`config.mk`:
```
export PLATFORM = sky130hd
export DESIGN_NAME = button_debounce
export DESIGN_NICKNAME = d
export VERILOG_FILES = /design/src/rtl/button_debounce.sv
export SDC_FILE = /design/constraint.sdc
export NUM_CORES = 1
export LEC_CHECK = 0
export BUFFER_PORTS_ARGS = -buffer_cell sky130_fd_sc_hd__buf_2
export CAP_MARGIN = 20
export CORE_UTILIZATION = 40
export CTS_CLUSTER_SIZE = 16
export DETAILED_ROUTE_END_ITERATION = 10
export GPL_TIMING_DRIVEN = 0
export MAX_ROUTING_LAYER = met4
export PLACE_DENSITY = 0.61
export SLEW_MARGIN = 30
export SYNTH_ARGS = -nofsm -noshare
export SYNTH_HDL_FRONTEND = slang
export SYNTH_SLANG_ARGS = --single-unit
```
`constraint.sdc`:
```
create_clock -name clk -period 5 [get_ports clk]
set_input_delay 1 -clock clk [delete_from_list [all_inputs] [get_ports clk]]
set_output_delay 1 -clock clk [all_outputs]
set_load 0.02 [all_outputs]
```
`src/rtl/button_debounce.sv`:
```
// Push-button conditioner: polarity fix, 2-FF synchronizer, debounce FSM with
// press/release/long-press strobes. All outputs are registered.
module button_debounce #(
  parameter int clk_f          = 25000000,
  parameter int t_debounce_ms  = 20,
  parameter int t_long_ms      = 1000,
  parameter bit btn_active_low = 1'b0
) (
  input  logic clk,
  input  logic rst_n,
  input  logic button,
  output logic pressed,
  output logic press_pulse,
  output logic release_pulse,
  output logic long_pulse,
  output logic long_held
);

  localparam int DB_CYCLES   = clk_f / 1000 * t_debounce_ms;
  localparam int LONG_CYCLES = clk_f / 1000 * t_long_ms;
  localparam int DB_W        = $clog2(DB_CYCLES + 1);
  localparam int LONG_W      = $clog2(LONG_CYCLES + 1);
  localparam logic [DB_W-1:0]   DB_TERM   = DB_W'(DB_CYCLES);
  localparam logic [LONG_W-1:0] LONG_TERM = LONG_W'(LONG_CYCLES);

  generate
    if (DB_CYCLES < 1 || LONG_CYCLES <= DB_CYCLES) begin : g_bad_timing
      $error("button_debounce: need DB_CYCLES >= 1 and LONG_CYCLES > DB_CYCLES");
    end
  endgenerate

  localparam logic [2:0] ST_IDLE       = 3'd0;
  localparam logic [2:0] ST_PRESS_WAIT = 3'd1;
  localparam logic [2:0] ST_HELD       = 3'd2;
  localparam logic [2:0] ST_LONG       = 3'd3;
  localparam logic [2:0] ST_REL_WAIT   = 3'd4;

  logic              sync1_reg, sync2_reg;
  logic [2:0]        state_reg, state_next;
  logic [DB_W-1:0]   db_cnt_reg, db_cnt_next, db_inc;
  logic [LONG_W-1:0] long_cnt_reg, long_cnt_next, long_inc;
  logic              ret_long_reg, ret_long_next;
  logic              pressed_reg, pressed_next;
  logic              long_held_reg, long_held_next;
  logic              press_pulse_reg, press_pulse_next;
  logic              release_pulse_reg, release_pulse_next;
  logic              long_pulse_reg, long_pulse_next;
  logic              do_press, start_release, do_release;
  logic              s;

  assign s = sync2_reg;

  // Saturating increments; the FSM leaves each wait state before the terminal value.
  assign db_inc   = (db_cnt_reg == DB_TERM) ? db_cnt_reg : db_cnt_reg + DB_W'(1);
  assign long_inc = (long_cnt_reg == LONG_TERM) ? long_cnt_reg : long_cnt_reg + LONG_W'(1);

  always_comb begin
    state_next         = state_reg;
    db_cnt_next        = db_cnt_reg;
    long_cnt_next      = long_cnt_reg;
    ret_long_next      = ret_long_reg;
    pressed_next       = pressed_reg;
    long_held_next     = long_held_reg;
    press_pulse_next   = 1'b0;
    release_pulse_next = 1'b0;
    long_pulse_next    = 1'b0;
    do_press           = 1'b0;
    start_release      = 1'b0;
    do_release         = 1'b0;

    case (state_reg)
      ST_IDLE: begin
        db_cnt_next = '0;
        if (s) begin
          if (DB_TERM == DB_W'(1)) begin
            do_press = 1'b1;
          end else begin
            state_next  = ST_PRESS_WAIT;
            db_cnt_next = DB_W'(1);
          end
        end
      end
      ST_PRESS_WAIT: begin
        if (!s) begin
          state_next  = ST_IDLE;
          db_cnt_next = '0;
        end else if (db_inc == DB_TERM) begin
          do_press = 1'b1;
        end else begin
          db_cnt_next = db_inc;
        end
      end
      ST_HELD: begin
        if (!s) begin
          start_release = 1'b1;
          ret_long_next = 1'b0;
        end else begin
          long_cnt_next = long_inc;
          if (long_inc == LONG_TERM) begin
            long_pulse_next = 1'b1;
            long_held_next  = 1'b1;
            state_next      = ST_LONG;
          end
        end
      end
      ST_LONG: begin
        if (!s) begin
          start_release = 1'b1;
          ret_long_next = 1'b1;
        end
      end
      ST_REL_WAIT: begin
        if (s) begin
          // Bounce during release: resume where we were, long_cnt untouched.
          db_cnt_next = '0;
          state_next  = ret_long_reg ? ST_LONG : ST_HELD;
        end else if (db_inc == DB_TERM) begin
          do_release = 1'b1;
        end else begin
          db_cnt_next = db_inc;
        end
      end
      default: begin
        state_next  = ST_IDLE;
        db_cnt_next = '0;
      end
    endcase

    if (start_release) begin
      if (DB_TERM == DB_W'(1)) begin
        do_release = 1'b1;
      end else begin
        state_next  = ST_REL_WAIT;
        db_cnt_next = DB_W'(1);
      end
    end

    if (do_press) begin
      press_pulse_next = 1'b1;
      pressed_next     = 1'b1;
      long_cnt_next    = '0;
      db_cnt_next      = '0;
      state_next       = ST_HELD;
    end

    if (do_release) begin
      release_pulse_next = 1'b1;
      pressed_next       = 1'b0;
      long_held_next     = 1'b0;
      db_cnt_next        = '0;
      state_next         = ST_IDLE;
    end
  end

  always_ff @(posedge clk or negedge rst_n) begin
    if (!rst_n) begin
      sync1_reg         <= 1'b0;
      sync2_reg         <= 1'b0;
      state_reg         <= ST_IDLE;
      db_cnt_reg        <= '0;
      long_cnt_reg      <= '0;
      ret_long_reg      <= 1'b0;
      pressed_reg       <= 1'b0;
      long_held_reg     <= 1'b0;
      press_pulse_reg   <= 1'b0;
      release_pulse_reg <= 1'b0;
      long_pulse_reg    <= 1'b0;
    end else begin
      sync1_reg         <= button ^ btn_active_low;
      sync2_reg         <= sync1_reg;
      state_reg         <= state_next;
      db_cnt_reg        <= db_cnt_next;
      long_cnt_reg      <= long_cnt_next;
      ret_long_reg      <= ret_long_next;
      pressed_reg       <= pressed_next;
      long_held_reg     <= long_held_next;
      press_pulse_reg   <= press_pulse_next;
      release_pulse_reg <= release_pulse_next;
      long_pulse_reg    <= long_pulse_next;
    end
  end

  assign pressed       = pressed_reg;
  assign press_pulse   = press_pulse_reg;
  assign release_pulse = release_pulse_reg;
  assign long_pulse    = long_pulse_reg;
  assign long_held     = long_held_reg;

endmodule

```
==> impl_table.tex, run 1 <==
\begin{tabular}{lr}
\hline
Metric & Value \\
\hline
\multicolumn{2}{l}{\textbf{Outcome}} \\
\quad Result of the run & finished clean \\
\multicolumn{2}{l}{\textbf{Detailed routing}} \\
\quad Remaining number of nets flagged by the antenna check after routing & 0 \\
\quad Via Count & 3248 \\
\quad \# DRC & 0 \\
\quad Pre-antenna DRT Iters & 4 \\
\quad Avg Vias per Cell & 5.67 \\
\quad Wire length after detailed routing & 8620 um \\
\quad Average detailed-routed wire length per instance & 15.0 um \\
\quad Iter 0 DRT Violations & roughly 110 \\
\multicolumn{2}{l}{\textbf{STA}} \\
\quad Measured slew at the worst slew-check pin & 0.813 ns \\
\quad Setup skew after layout & 0.0157 ns \\
\quad Pins Over Slew Limit & 0 \\
\quad Min Clock Period, post-route & between 3 and 4 ns \\
\quad Peak Freq & between 0.3 and 0.4 GHz \\
\quad Final total negative setup slack & 0 ns \\
\quad Fin. Hold Viols & 0 \\
\quad Count of endpoints failing setup in the final report & 0 \\
\quad Relative slew slack & 0.456 \\
\quad Hold slack & about 0.36 ns \\
\quad RSZ-0062 raised after global routing & no \\
\quad Share of the cycle needed by the critical path after routing & 0.647 \\
\multicolumn{2}{l}{\textbf{Power and ir drop}} \\
\quad Power density relative to cell area & 188 mW/mm\^{}2 \\
\quad Power share of the sequential group & 0.591 \\
\quad NetSw & 0.000198 W \\
\quad Switching power share of the total & 0.260 \\
\quad Power share of the clock group & 0.361 \\
\quad Leakage power total & 1.66 nW \\
\quad Highest ir drop seen on vdd & around 0.1 mV \\
\quad Combinational share of power & 0.048 \\
\quad Internal power & 0.000562 W \\
\multicolumn{2}{l}{\textbf{Flow run}} \\
\quad Number of max-cap violations & 0 \\
\multicolumn{2}{l}{\textbf{Floorplan}} \\
\quad Die span in x & 99.2 um \\
\quad Starting utilization of the core area & 0.411 \\
\quad Total number of placement rows & 35 \\
\quad Top-Level Pins & 8 \\
\quad Core Region & 0.00920 sq mm \\
\quad Vert. Die Dim & between 90 and 100 um \\
\quad Area enclosed by the die boundary & 0.00985 sq mm \\
\multicolumn{2}{l}{\textbf{Placed design}} \\
\quad Placer Congestion & between 0.8 and 0.9 \\
\quad Cell area after placement & 0.00396 sq mm \\
\quad Post-detail-place hpwl & about 6200 um \\
\quad Number of cells in the design after placement & 565 \\
\quad IO buf count & 7 \\
\multicolumn{2}{l}{\textbf{Global route}} \\
\quad Wire length of the first global-routing pass & about 15000 um \\
\quad Via count of the first global-routing pass & 3113 \\
\quad Final global-route overflow total & 0 \\
\quad Pin count of the biggest net entering global routing & 56 \\
\quad Number of antenna violations at the first check in global routing & 0 \\
\quad Overall track demand over capacity in global routing & 0.188 \\
\multicolumn{2}{l}{\textbf{Synth}} \\
\quad Number of synthesized flops with an enable pin & 0 \\
\quad Count of synthesis-stage warnings from yosys & 0 \\
\quad Mean instance size in the synthesized netlist & 8.46 sq um \\
\quad Sequential fraction of the synthesis area & 0.364 \\
\quad Post-Syn Area & approximately 0.0038 sq mm \\
\quad Share of flip-flops with an asynchronous set or reset & 1.00 \\
\quad Prevailing post-synth register cell & sky130\_fd\_sc\_hd\_\_dfrtp\_1 \\
\quad Number of library cell types mapped by synthesis & 56 \\
\quad Syn nets & between 400 and 500 \\
\quad Number of flip-flops and latches in the synthesized netlist & 55 \\
\quad Number of instances in the synthesized netlist & 447 \\
\multicolumn{2}{l}{\textbf{Final layout}} \\
\quad Largest register FFs & 25 \\
\quad Number of inserted diodes & 0 \\
\quad Number of cells in the finished layout apart from fillers & 573 \\
\quad Area occupied by multi-input gates & 0.00218 sq mm \\
\quad \# nets final & between 400 and 500 \\
\quad Final Cell Area & between 0.004 and 0.005 sq mm \\
\quad Share of final-layout standard cells stronger than drive strength 1 & 0.143 \\
\quad Number of inserted filler cells in the final layout & 935 \\
\quad Area delta synth->final & 7.18\% \\
\quad Combined flip-flop and latch cell area & about 0.0014 sq mm \\
\multicolumn{2}{l}{\textbf{Setup path}} \\
\quad Setup crit end kind & register \\
\quad Longest individual stage delay on the worst path & between 0.6 and 0.7 ns \\
\quad Slowest cell on crit path & sky130\_fd\_sc\_hd\_\_nor4\_4 \\
\quad Data arrival time of the worst path & 3.45 ns \\
\quad Most repeated library cell on the critical path & sky130\_fd\_sc\_hd\_\_nor4\_4 \\
\quad Required @ worst endpoint & 5.21 ns \\
\quad Kind of start point of the critical path & register \\
\quad Highest fanout seen on the critical path & 10 \\
\quad Worst Path Class, Setup & register to register \\
\quad Chain of cells forming the critical path & buf\_2 > nand4\_1 > nor4\_1 > mux2\_2 > nor4\_4 > nand4\_2 > nor4\_4 > buf\_6 > nor2\_2 \\
\multicolumn{2}{l}{\textbf{CTS}} \\
\quad Clock transition at the register clock pins on the worst setup and hold paths after CTS & 0.12 ns \\
\quad Clock Tree Buf Depth & 2 \\
\quad Root buffer cell & sky130\_fd\_sc\_hd\_\_clkbuf\_8 \\
\quad Resize count post-CTS & 0 \\
\quad Clock insertion delay at the later pin of the skew report & 0.32 ns \\
\quad Number of hold buffers added after CTS & 0 \\
\quad TritonCTS clock tree & done \\
\quad CTS sink count & 55 \\
\quad CTS Buf Count & 5 \\
\quad Number of setup buffers added after CTS & 0 \\
\quad H-tree levels & 2 \\
\multicolumn{2}{l}{\textbf{Min path}} \\
\quad Tightest Hold Check Type & register to register \\
\hline
\end{tabular}
[per-layer routing]
metal,wire [um],vias to the layer above,part of all wire,global-route usage
met1,4030,1567,0.47,0.235
met5,0,-,0,-
met4,78,0,0.0090,0.0486
met3,293,6,0.034,0.0260
met2,4220,60,0.49,0.320
li1,-,1615,-,-
[per-stage QoR]
step	total power (W)	setup slack, ns	util
6_report	0.000760	1.76	0.441
3_3_place_gp	0.000495	1.81	0.430
3_5_place_dp	0.000496	1.77	0.430
2_1_floorplan	0.000479	2.36	-
4_1_cts	0.000769	1.75	0.441
5_1_grt	0.000792	1.53	0.441
[critical path, delay by kind of cell (launching register included)]
| family | cells | cell delay [ns] |
|---|---|---|
| buffers and inverters | 2 | 0.46 |
| DFF | 1 | 0.36 |
| muxes | 1 | 0.42 |
| and+or+nand+nor | 6 | 1.90 |
[synth_stat cells (all sizes together) (2+ instances only)]
cell type,instances,area share
or3b,2,0.0046
nor3,12,0.019
or2,2,0.0033
mux2,2,0.0060
o31ai,2,0.0040
mux2i,6,0.016
dfrtp,55,0.36
and3,5,0.0083
a2bb2oi,2,0.0046
nor3b,3,0.0073
nand4,19,0.036
a31oi,11,0.018
clkbuf,11,0.011
nor4,10,0.030
xnor2,13,0.030
nand3b,5,0.0099
and2,8,0.013
nand3,30,0.040
o21ai,13,0.017
o22ai,7,0.012
o311ai,3,0.0070
buf,17,0.030
o211ai,2,0.0040
a21oi,19,0.025
and4,6,0.014
inv,18,0.018
nor2b,6,0.0099
nor2,58,0.070
ha,4,0.013
nand2b,13,0.022
or4,5,0.0099
o311a,2,0.0053
xor2,18,0.042
nand2,44,0.044
a41oi,3,0.0070
[layout by cell type (no fill, tap or decap), types with 4 or more instances in the layout]
| cell | instances |
|---|---|
| sky130_fd_sc_hd__mux2i_1 | 6 |
| sky130_fd_sc_hd__buf_2 | 16 |
| sky130_fd_sc_hd__and4_1 | 6 |
| sky130_fd_sc_hd__nor2_1 | 39 |
| sky130_fd_sc_hd__buf_4 | 5 |
| sky130_fd_sc_hd__or4_1 | 5 |
| sky130_fd_sc_hd__nand2_1 | 44 |
| sky130_fd_sc_hd__ha_1 | 4 |
| sky130_fd_sc_hd__nand3_1 | 30 |
| sky130_fd_sc_hd__xnor2_1 | 13 |
| sky130_fd_sc_hd__a31oi_1 | 11 |
| sky130_fd_sc_hd__clkbuf_1 | 11 |
| sky130_fd_sc_hd__nor4_1 | 6 |
| sky130_fd_sc_hd__o22ai_1 | 7 |
| sky130_fd_sc_hd__a21oi_1 | 19 |
| sky130_fd_sc_hd__inv_1 | 18 |
| sky130_fd_sc_hd__nand3b_1 | 5 |
| sky130_fd_sc_hd__clkbuf_8 | 5 |
| sky130_fd_sc_hd__nor2b_1 | 6 |
| sky130_fd_sc_hd__and3_1 | 5 |
| sky130_fd_sc_hd__and2_1 | 8 |
| sky130_fd_sc_hd__nor2_2 | 19 |
| sky130_fd_sc_hd__nor3_1 | 11 |
| sky130_fd_sc_hd__dfrtp_1 | 55 |
| sky130_fd_sc_hd__o21ai_0 | 13 |
| sky130_fd_sc_hd__nand4_1 | 16 |
| sky130_fd_sc_hd__xor2_1 | 18 |
| sky130_fd_sc_hd__nand2b_1 | 13 |
[area by class of cell]
cell class | count | share of cell area
Sequential cell | 55 | 0.340
Clock buffer | 5 | 0.0170
Timing Repair Buffer | 7 | 0.00926
Buffer | 28 | 0.0383
Tap cell | 111 | 0.0343
Multi-Input combinational cell | 346 | 0.538
Clock inverter | 3 | 0.00648
Inverter | 18 | 0.0167
[cell families after synthesis]
| group | after synthesis | share of synthesized area |
|---|---|---|
| compound gates | 71 | 0.119 |
| xor+xnor | 31 | 0.0718 |
| fa+ha+maj | 4 | 0.0132 |
| buf+inv | 46 | 0.0589 |
| flops | 55 | 0.364 |
| mux | 8 | 0.0218 |
| simple gates | 232 | 0.351 |
[power by group through the flow]
stage	Sequential [W]	Combinational (W)	Clock [W]
6_report	0.000449	0.0000367	0.000274
5_1_grt	0.000450	0.0000423	0.000299
4_1_cts	0.000449	0.0000379	0.000282
3_5_place_dp	0.000458	0.0000378	0
3_3_place_gp	0.000458	0.0000369	0
2_1_floorplan	0.000458	0.0000216	0
[path summary, 6_finish.rpt]
path / start / cells after the start / slack (ns) / to
min in group asynchronous: rst_n / 1 / 0.72 / db_cnt_reg[3]
worst max register to register: db_cnt_reg[0] / 9 / 1.76 / long_cnt_reg[1]
worst min-delay path: sync1_reg / 0 / 0.36 / s
max in group asynchronous: rst_n / 1 / 3.82 / long_cnt_reg[1]
worst max-delay path: db_cnt_reg[0] / 9 / 1.76 / long_cnt_reg[1]
worst min register to register: sync1_reg / 0 / 0.36 / s
No activity file was read; power rests on OpenSTA's default activity.
==> inputs of run 2 (changes only) <==
Settings changed: PLACE_DENSITY 0.61 to 0.63.
Clock period 5 ns to 2.75 ns, I/O delays scaled along.
==> impl_table.tex, run 2 (synthesis results as in run 1) <==
\begin{tabular}{lr}
\hline
Metric & Value \\
\hline
\multicolumn{2}{l}{\textbf{Floorplan}} \\
\quad Die span in x & 99.2 um \\
\quad Core Region & approximately 0.0092 sq mm \\
\quad Starting utilization of the core area & 0.411 \\
\quad Top-Level Pins & 8 \\
\quad Total number of placement rows & 35 \\
\quad Area enclosed by the die boundary & between 0.009 and 0.01 sq mm \\
\quad Vert. Die Dim & 99.2 um \\
\multicolumn{2}{l}{\textbf{CTS}} \\
\quad Clock transition at the register clock pins on the worst setup and hold paths after CTS & 0.10 ns \\
\quad H-tree levels & 2 \\
\quad CTS sink count & 55 \\
\quad Root buffer cell & sky130\_fd\_sc\_hd\_\_clkbuf\_8 \\
\quad TritonCTS clock tree & done \\
\quad Clock insertion delay at the later pin of the skew report & approximately 0.32 ns \\
\quad Clock Tree Buf Depth & 2 \\
\quad CTS Buf Count & 5 \\
\multicolumn{2}{l}{\textbf{Final layout}} \\
\quad Number of inserted filler cells in the final layout & between 900 and 1000 \\
\quad Share of final-layout standard cells stronger than drive strength 1 & 0.181 \\
\quad Combined flip-flop and latch cell area & about 0.0014 sq mm \\
\quad Most frequent cells in the layout & sky130\_fd\_sc\_hd\_\_dfrtp\_1, sky130\_fd\_sc\_hd\_\_nand2\_1, sky130\_fd\_sc\_hd\_\_nor2\_1 \\
\quad Area occupied by multi-input gates & $\sim$0.0023 sq mm \\
\quad Area delta synth->final & 11.6\% \\
\quad Number of inserted diodes & 0 \\
\quad Commonest non-fill, non-tap cell in the layout & sky130\_fd\_sc\_hd\_\_dfrtp\_1 \\
\quad Largest register FFs & 25 \\
\quad \# nets final & 477 \\
\multicolumn{2}{l}{\textbf{Setup path}} \\
\quad Crit. Startpoint & db\_cnt\_reg[9] \\
\quad Setup crit end kind & register \\
\quad Highest fanout seen on the critical path & 10 \\
\quad Data arrival time of the worst path & roughly 2.9 ns \\
\quad Register-to-Register Setup Slack & 0.11 ns \\
\quad R2r endpoint & db\_cnt\_reg[2] \\
\quad Kind of start point of the critical path & register \\
\quad Worst Path Class, Setup & register to register \\
\quad Critical path endpoint & db\_cnt\_reg[2] \\
\quad Required @ worst endpoint & 2.98 ns \\
\quad Worst-case reg-to-reg path depth & 9 \\
\quad Worst reg2reg startpoint & db\_cnt\_reg[9] \\
\multicolumn{2}{l}{\textbf{Detailed routing}} \\
\quad Max Used Layer & met4 \\
\quad Via Count & between 3000 and 4000 \\
\quad Remaining number of nets flagged by the antenna check after routing & 0 \\
\quad Wire length after detailed routing & 8880 um \\
\quad \# DRC & 0 \\
\quad WL met2 & around 4000 um \\
\quad Pre-antenna DRT Iters & 5 \\
\quad Average detailed-routed wire length per instance & 15.3 um \\
\quad Iter 0 DRT Violations & around 160 \\
\quad Detailed-routing wirelength on met1 & 4440 um \\
\quad Avg Vias per Cell & 5.72 \\
\quad Detailed-routed wire length on met3 & 373 um \\
\multicolumn{2}{l}{\textbf{Min path}} \\
\quad Tightest Hold Check Type & input port to async pin \\
\multicolumn{2}{l}{\textbf{STA}} \\
\quad Final total negative setup slack & 0 ns \\
\quad Setup skew after layout & 0.0119 ns \\
\quad Share of the cycle needed by the critical path after routing & 0.962 \\
\quad Count of endpoints failing setup in the final report & 0 \\
\quad Peak Freq & about 0.38 GHz \\
\quad Measured slew at the worst slew-check pin & 0.714 ns \\
\quad Worst path setup slack after routing & about 0.11 ns \\
\quad Min Clock Period, post-route & 2.64 ns \\
\quad Pins Over Slew Limit & 0 \\
\quad Hold slack & $\sim$0.27 ns \\
\quad Relative slew slack & 0.524 \\
\quad Fin. Hold Viols & 0 \\
\multicolumn{2}{l}{\textbf{Power and ir drop}} \\
\quad Total power consumption of the routed design & approximately 0.0014 W \\
\quad Leakage power total & 1.73 nW \\
\quad Highest ir drop seen on vdd & 0.231 mV \\
\quad Power density relative to cell area & 341 mW/mm\^{}2 \\
\multicolumn{2}{l}{\textbf{Placed design}} \\
\quad Pre-CTS worst setup slack & -0.427 ns \\
\quad Post-detail-place hpwl & 6160 um \\
\quad IO buf count & 7 \\
\quad Placer Congestion & 0.915 \\
\multicolumn{2}{l}{\textbf{Global route}} \\
\quad Via count of the first global-routing pass & 2975 \\
\quad Final global-route overflow total & 0 \\
\quad Wire length of the first global-routing pass & 14900 um \\
\quad Overall track demand over capacity in global routing & 0.192 \\
\quad Number of antenna violations at the first check in global routing & 0 \\
\quad Pin count of the biggest net entering global routing & 56 \\
\multicolumn{2}{l}{\textbf{Flow run}} \\
\quad Number of max-cap violations & 0 \\
\multicolumn{2}{l}{\textbf{Outcome}} \\
\quad Result of the run & finished clean \\
\hline
\end{tabular}
==> run 2: changes by cell type in the layout (fill, tap and decap cells not counted), sizes merged <==
cell	delta
bufinv	+1
inv	-2
buf	+8
clkinv	-1
clkbuf	+2
==> run 2: timing repair <==
item,4_1_cts,5_1_grt
pin swaps,1,6
gates resized for setup,2,20
hold buffers,0,0
setup endpoints to repair,32,47
buffers inserted,3,6
==> run 2: worst min path at each step <==
stage / start / end / slack [ns] / cells past startpoint
floorplan: rst_n / db_cnt_reg[0] / 0.25 / 0
global placement: sync1_reg / s / 0.33 / 0
detailed placement: sync1_reg / s / 0.34 / 0
CTS: rst_n / db_cnt_reg[9] / 0.30 / 1
global route: button / sync1_reg / 0.33 / 1
finish: rst_n / db_cnt_reg[9] / 0.27 / 1
==> run 2: stage by stage <==
step | cells | util | instance area (sq um)
2_1_floorplan | 447 | - | 3780
3_5_place_dp | 565 | 0.430 | 3960
4_1_cts | 575 | 0.445 | 4090
3_3_place_gp | 565 | 0.430 | 3960
5_1_grt | 581 | 0.459 | 4220
6_report | 581 | 0.459 | 4220
==> run 2: layout make-up <==
| class | count | share of cell area |
|---|---|---|
| multi-input cells | 346 | 0.535 |
| inverters | 18 | 0.0160 |
| repair buffers | 16 | 0.0258 |
| well taps | 111 | 0.0329 |
| clock buffers | 6 | 0.0172 |
| plain buffers | 28 | 0.0391 |
| clock inverters | 1 | 0.00711 |
| flip-flops and latches | 55 | 0.327 |
==> run 2: power breakdown <==
part / total [W] / switching, W / internal, W / leakage, nW
clock: 0.000549 / 0.000281 / 0.000268 / 0.0513
sequential: 0.000817 / 0.00000445 / 0.000813 / 0.753
combinational: 0.0000740 / 0.0000494 / 0.0000247 / 0.921
==> run 2: worst max-delay path, stage by stage (launching register included) <==
cell	delay, ns
sky130_fd_sc_hd__dfrtp_1	0.47
sky130_fd_sc_hd__and4bb_1	0.34
sky130_fd_sc_hd__nand3_1	0.13
sky130_fd_sc_hd__nor3_4	0.35
sky130_fd_sc_hd__mux2_2	0.41
sky130_fd_sc_hd__a31oi_1	0.20
sky130_fd_sc_hd__buf_4	0.22
sky130_fd_sc_hd__buf_4	0.21
sky130_fd_sc_hd__nand3b_1	0.11
sky130_fd_sc_hd__o211ai_1	0.10
==> run 2: metal layers <==
layer	up-vias	track usage
li1	1636	-
met1	1604	0.275
met2	78	0.287
met3	8	0.0267
met4	0	0.0486
met5	-	-
==> inputs of run 3 (changes only) <==
Settings changed: CORE_UTILIZATION 40 to 35, PLACE_DENSITY 0.63 to 0.57.
==> impl_table.tex, run 3 (synthesis results as in run 1) <==
\begin{tabular}{lr}
\hline
Metric & Value \\
\hline
\multicolumn{2}{l}{\textbf{CTS}} \\
\quad TritonCTS clock tree & done \\
\quad H-tree levels & 2 \\
\quad Clock insertion delay at the later pin of the skew report & 0.31 ns \\
\quad Clock transition at the register clock pins on the worst setup and hold paths after CTS & 0.10 ns \\
\quad CTS Buf Count & 5 \\
\quad Root buffer cell & sky130\_fd\_sc\_hd\_\_clkbuf\_8 \\
\quad Clock Tree Buf Depth & 2 \\
\quad CTS sink count & between 50 and 60 \\
\multicolumn{2}{l}{\textbf{Global route}} \\
\quad Pin count of the biggest net entering global routing & 56 \\
\quad Via count of the first global-routing pass & 3175 \\
\quad Overall track demand over capacity in global routing & 0.171 \\
\quad Final global-route overflow total & 0 \\
\quad Wire length of the first global-routing pass & 15300 um \\
\quad Number of antenna violations at the first check in global routing & 0 \\
\multicolumn{2}{l}{\textbf{STA}} \\
\quad Pins Over Slew Limit & 0 \\
\quad Count of endpoints failing setup in the final report & 5 \\
\quad Min Clock Period, post-route & 2.76 ns \\
\quad Hold slack & 0.282 ns \\
\quad Relative slew slack & 0.520 \\
\quad Measured slew at the worst slew-check pin & 0.720 ns \\
\quad RSZ-0062 raised after global routing & yes \\
\quad Final total negative setup slack & -0.0211 ns \\
\quad Setup skew after layout & about 0.0083 ns \\
\quad Fin. Hold Viols & 0 \\
\quad Worst path setup slack after routing & -0.0105 ns \\
\quad Peak Freq & 0.362 GHz \\
\quad Share of the cycle needed by the critical path after routing & 1.00 \\
\multicolumn{2}{l}{\textbf{Floorplan}} \\
\quad Core Region & $\sim$0.010 sq mm \\
\quad Total number of placement rows & 37 \\
\quad Starting utilization of the core area & 0.363 \\
\quad Vert. Die Dim & roughly 110 um \\
\quad Area enclosed by the die boundary & 0.0112 sq mm \\
\quad Top-Level Pins & 8 \\
\quad Die span in x & between 100 and 150 um \\
\multicolumn{2}{l}{\textbf{Final layout}} \\
\quad Most frequent cells in the layout & sky130\_fd\_sc\_hd\_\_dfrtp\_1, sky130\_fd\_sc\_hd\_\_nand2\_1, sky130\_fd\_sc\_hd\_\_nor2\_1 \\
\quad Number of inserted filler cells in the final layout & 1072 \\
\quad Share of final-layout standard cells stronger than drive strength 1 & 0.189 \\
\quad \# nets final & between 400 and 500 \\
\quad Area delta synth->final & 14.4\% \\
\quad Commonest non-fill, non-tap cell in the layout & sky130\_fd\_sc\_hd\_\_dfrtp\_1 \\
\quad Largest register FFs & 25 \\
\quad Number of cells in the finished layout apart from fillers & 612 \\
\quad Number of inserted diodes & 0 \\
\quad Area occupied by multi-input gates & 0.00228 sq mm \\
\quad Combined flip-flop and latch cell area & 0.00138 sq mm \\
\multicolumn{2}{l}{\textbf{Flow run}} \\
\quad Number of max-cap violations & 0 \\
\multicolumn{2}{l}{\textbf{Power and ir drop}} \\
\quad Leakage power total & roughly 1.8 nW \\
\quad Power share of the sequential group & 0.608 \\
\quad Switching power share of the total & 0.245 \\
\quad NetSw & 0.000329 W \\
\quad Combinational share of power & 0.057 \\
\quad Power density relative to cell area & about 310 mW/mm\^{}2 \\
\quad Internal power & $\sim$0.001 W \\
\quad Power share of the clock group & 0.335 \\
\quad Highest ir drop seen on vdd & between 0.15 and 0.2 mV \\
\multicolumn{2}{l}{\textbf{Setup path}} \\
\quad Data arrival time of the worst path & 2.96 ns \\
\quad Highest fanout seen on the critical path & 6 \\
\quad Required @ worst endpoint & 2.95 ns \\
\quad Setup crit end kind & register \\
\quad Kind of start point of the critical path & register \\
\quad Worst Path Class, Setup & register to register \\
\multicolumn{2}{l}{\textbf{Placed design}} \\
\quad IO buf count & 7 \\
\quad Pre-CTS worst setup slack & -0.349 ns \\
\quad Number of cells in the design after placement & 590 \\
\quad Post-detail-place hpwl & 6370 um \\
\quad Placer Congestion & 0.850 \\
\multicolumn{2}{l}{\textbf{Detailed routing}} \\
\quad Avg Vias per Cell & 5.35 \\
\quad \# DRC & 0 \\
\quad Via Count & 3277 \\
\quad Average detailed-routed wire length per instance & 14.9 um \\
\quad Pre-antenna DRT Iters & 4 \\
\quad Wire length after detailed routing & 9150 um \\
\quad Remaining number of nets flagged by the antenna check after routing & 0 \\
\quad Iter 0 DRT Violations & between 150 and 200 \\
\multicolumn{2}{l}{\textbf{Outcome}} \\
\quad Violated checks & negative setup slack \\
\quad Result of the run & finished with violations \\
\multicolumn{2}{l}{\textbf{Min path}} \\
\quad Tightest Hold Check Type & input port to async pin \\
\hline
\end{tabular}
run 3: critical path, cell delays in order, from the launching register on:
cell and delay, ns:
sky130_fd_sc_hd__dfrtp_2 0.43, sky130_fd_sc_hd__buf_4 0.13, sky130_fd_sc_hd__nand4_1 0.23, sky130_fd_sc_hd__nor4_4 0.27, sky130_fd_sc_hd__mux2_4 0.35, sky130_fd_sc_hd__nor4_4 0.36, sky130_fd_sc_hd__nand4_2 0.23, sky130_fd_sc_hd__nor4_4 0.26
sky130_fd_sc_hd__buf_6 0.19, sky130_fd_sc_hd__clkbuf_16 0.17, sky130_fd_sc_hd__nor2_2 0.04
run 3: path summary, 6_finish.rpt:
path / start / to / slack, ns / cells past startpoint
setup / recovery: db_cnt_reg[1] / long_cnt_reg[4] / -0.01 / 10
hold / removal: rst_n / db_cnt_reg[5] / 0.28 / 1
setup reg to reg: db_cnt_reg[1] / long_cnt_reg[4] / -0.01 / 10
hold reg to reg: sync1_reg / s / 0.37 / 0
max in group asynchronous: rst_n / db_cnt_reg[1] / 1.97 / 1
min in group clk: button / sync1_reg / 0.35 / 1
run 3: layout make-up:
| cell class | count | area share |
|---|---|---|
| clock buffer | 5 | 0.0159 |
| sequential | 55 | 0.320 |
| timing repair buffer | 21 | 0.0379 |
| buffer | 28 | 0.0414 |
| inverter | 18 | 0.0156 |
| tap | 136 | 0.0393 |
| multi-input combinational | 346 | 0.527 |
| clock inverter | 3 | 0.00347 |
run 3: stage by stage:
| step | power, W | utilization | area (sq um) |
|---|---|---|---|
| CTS | 0.00136 | 0.394 | 4110 |
| detailed placement | 0.000902 | 0.383 | 3990 |
| finish | 0.00135 | 0.415 | 4330 |
| global placement | 0.000900 | 0.383 | 3990 |
| floorplan | 0.000871 | - | 3780 |
| global route | 0.00141 | 0.415 | 4330 |
run 3: routing by layer:
layer,vias up,track usage,wire length (um)
met5,-,-,0
met3,8,0.0184,298
met1,1569,0.241,4600
li1,1643,-,-
met4,0,0.0466,82
met2,57,0.263,4170
run 3: power groups by stage:
stage | Clock (W) | Sequential, W | Combinational (W)
floorplan | 0 | 0.000832 | 0.0000392
global placement | 0 | 0.000833 | 0.0000675
detailed placement | 0 | 0.000833 | 0.0000692
CTS | 0.000478 | 0.000818 | 0.0000696
global route | 0.000502 | 0.000819 | 0.0000874
finish | 0.000451 | 0.000818 | 0.0000765
run 3: repair_timing:
action | 4_1_cts | 5_1_grt
setup buffers | 3 | 10
endpoints found under the setup margin | 30 | 45
hold buffers | 0 | 0
pin swaps | 1 | 16
gates cloned | 0 | 1
resized for setup | 4 | 26
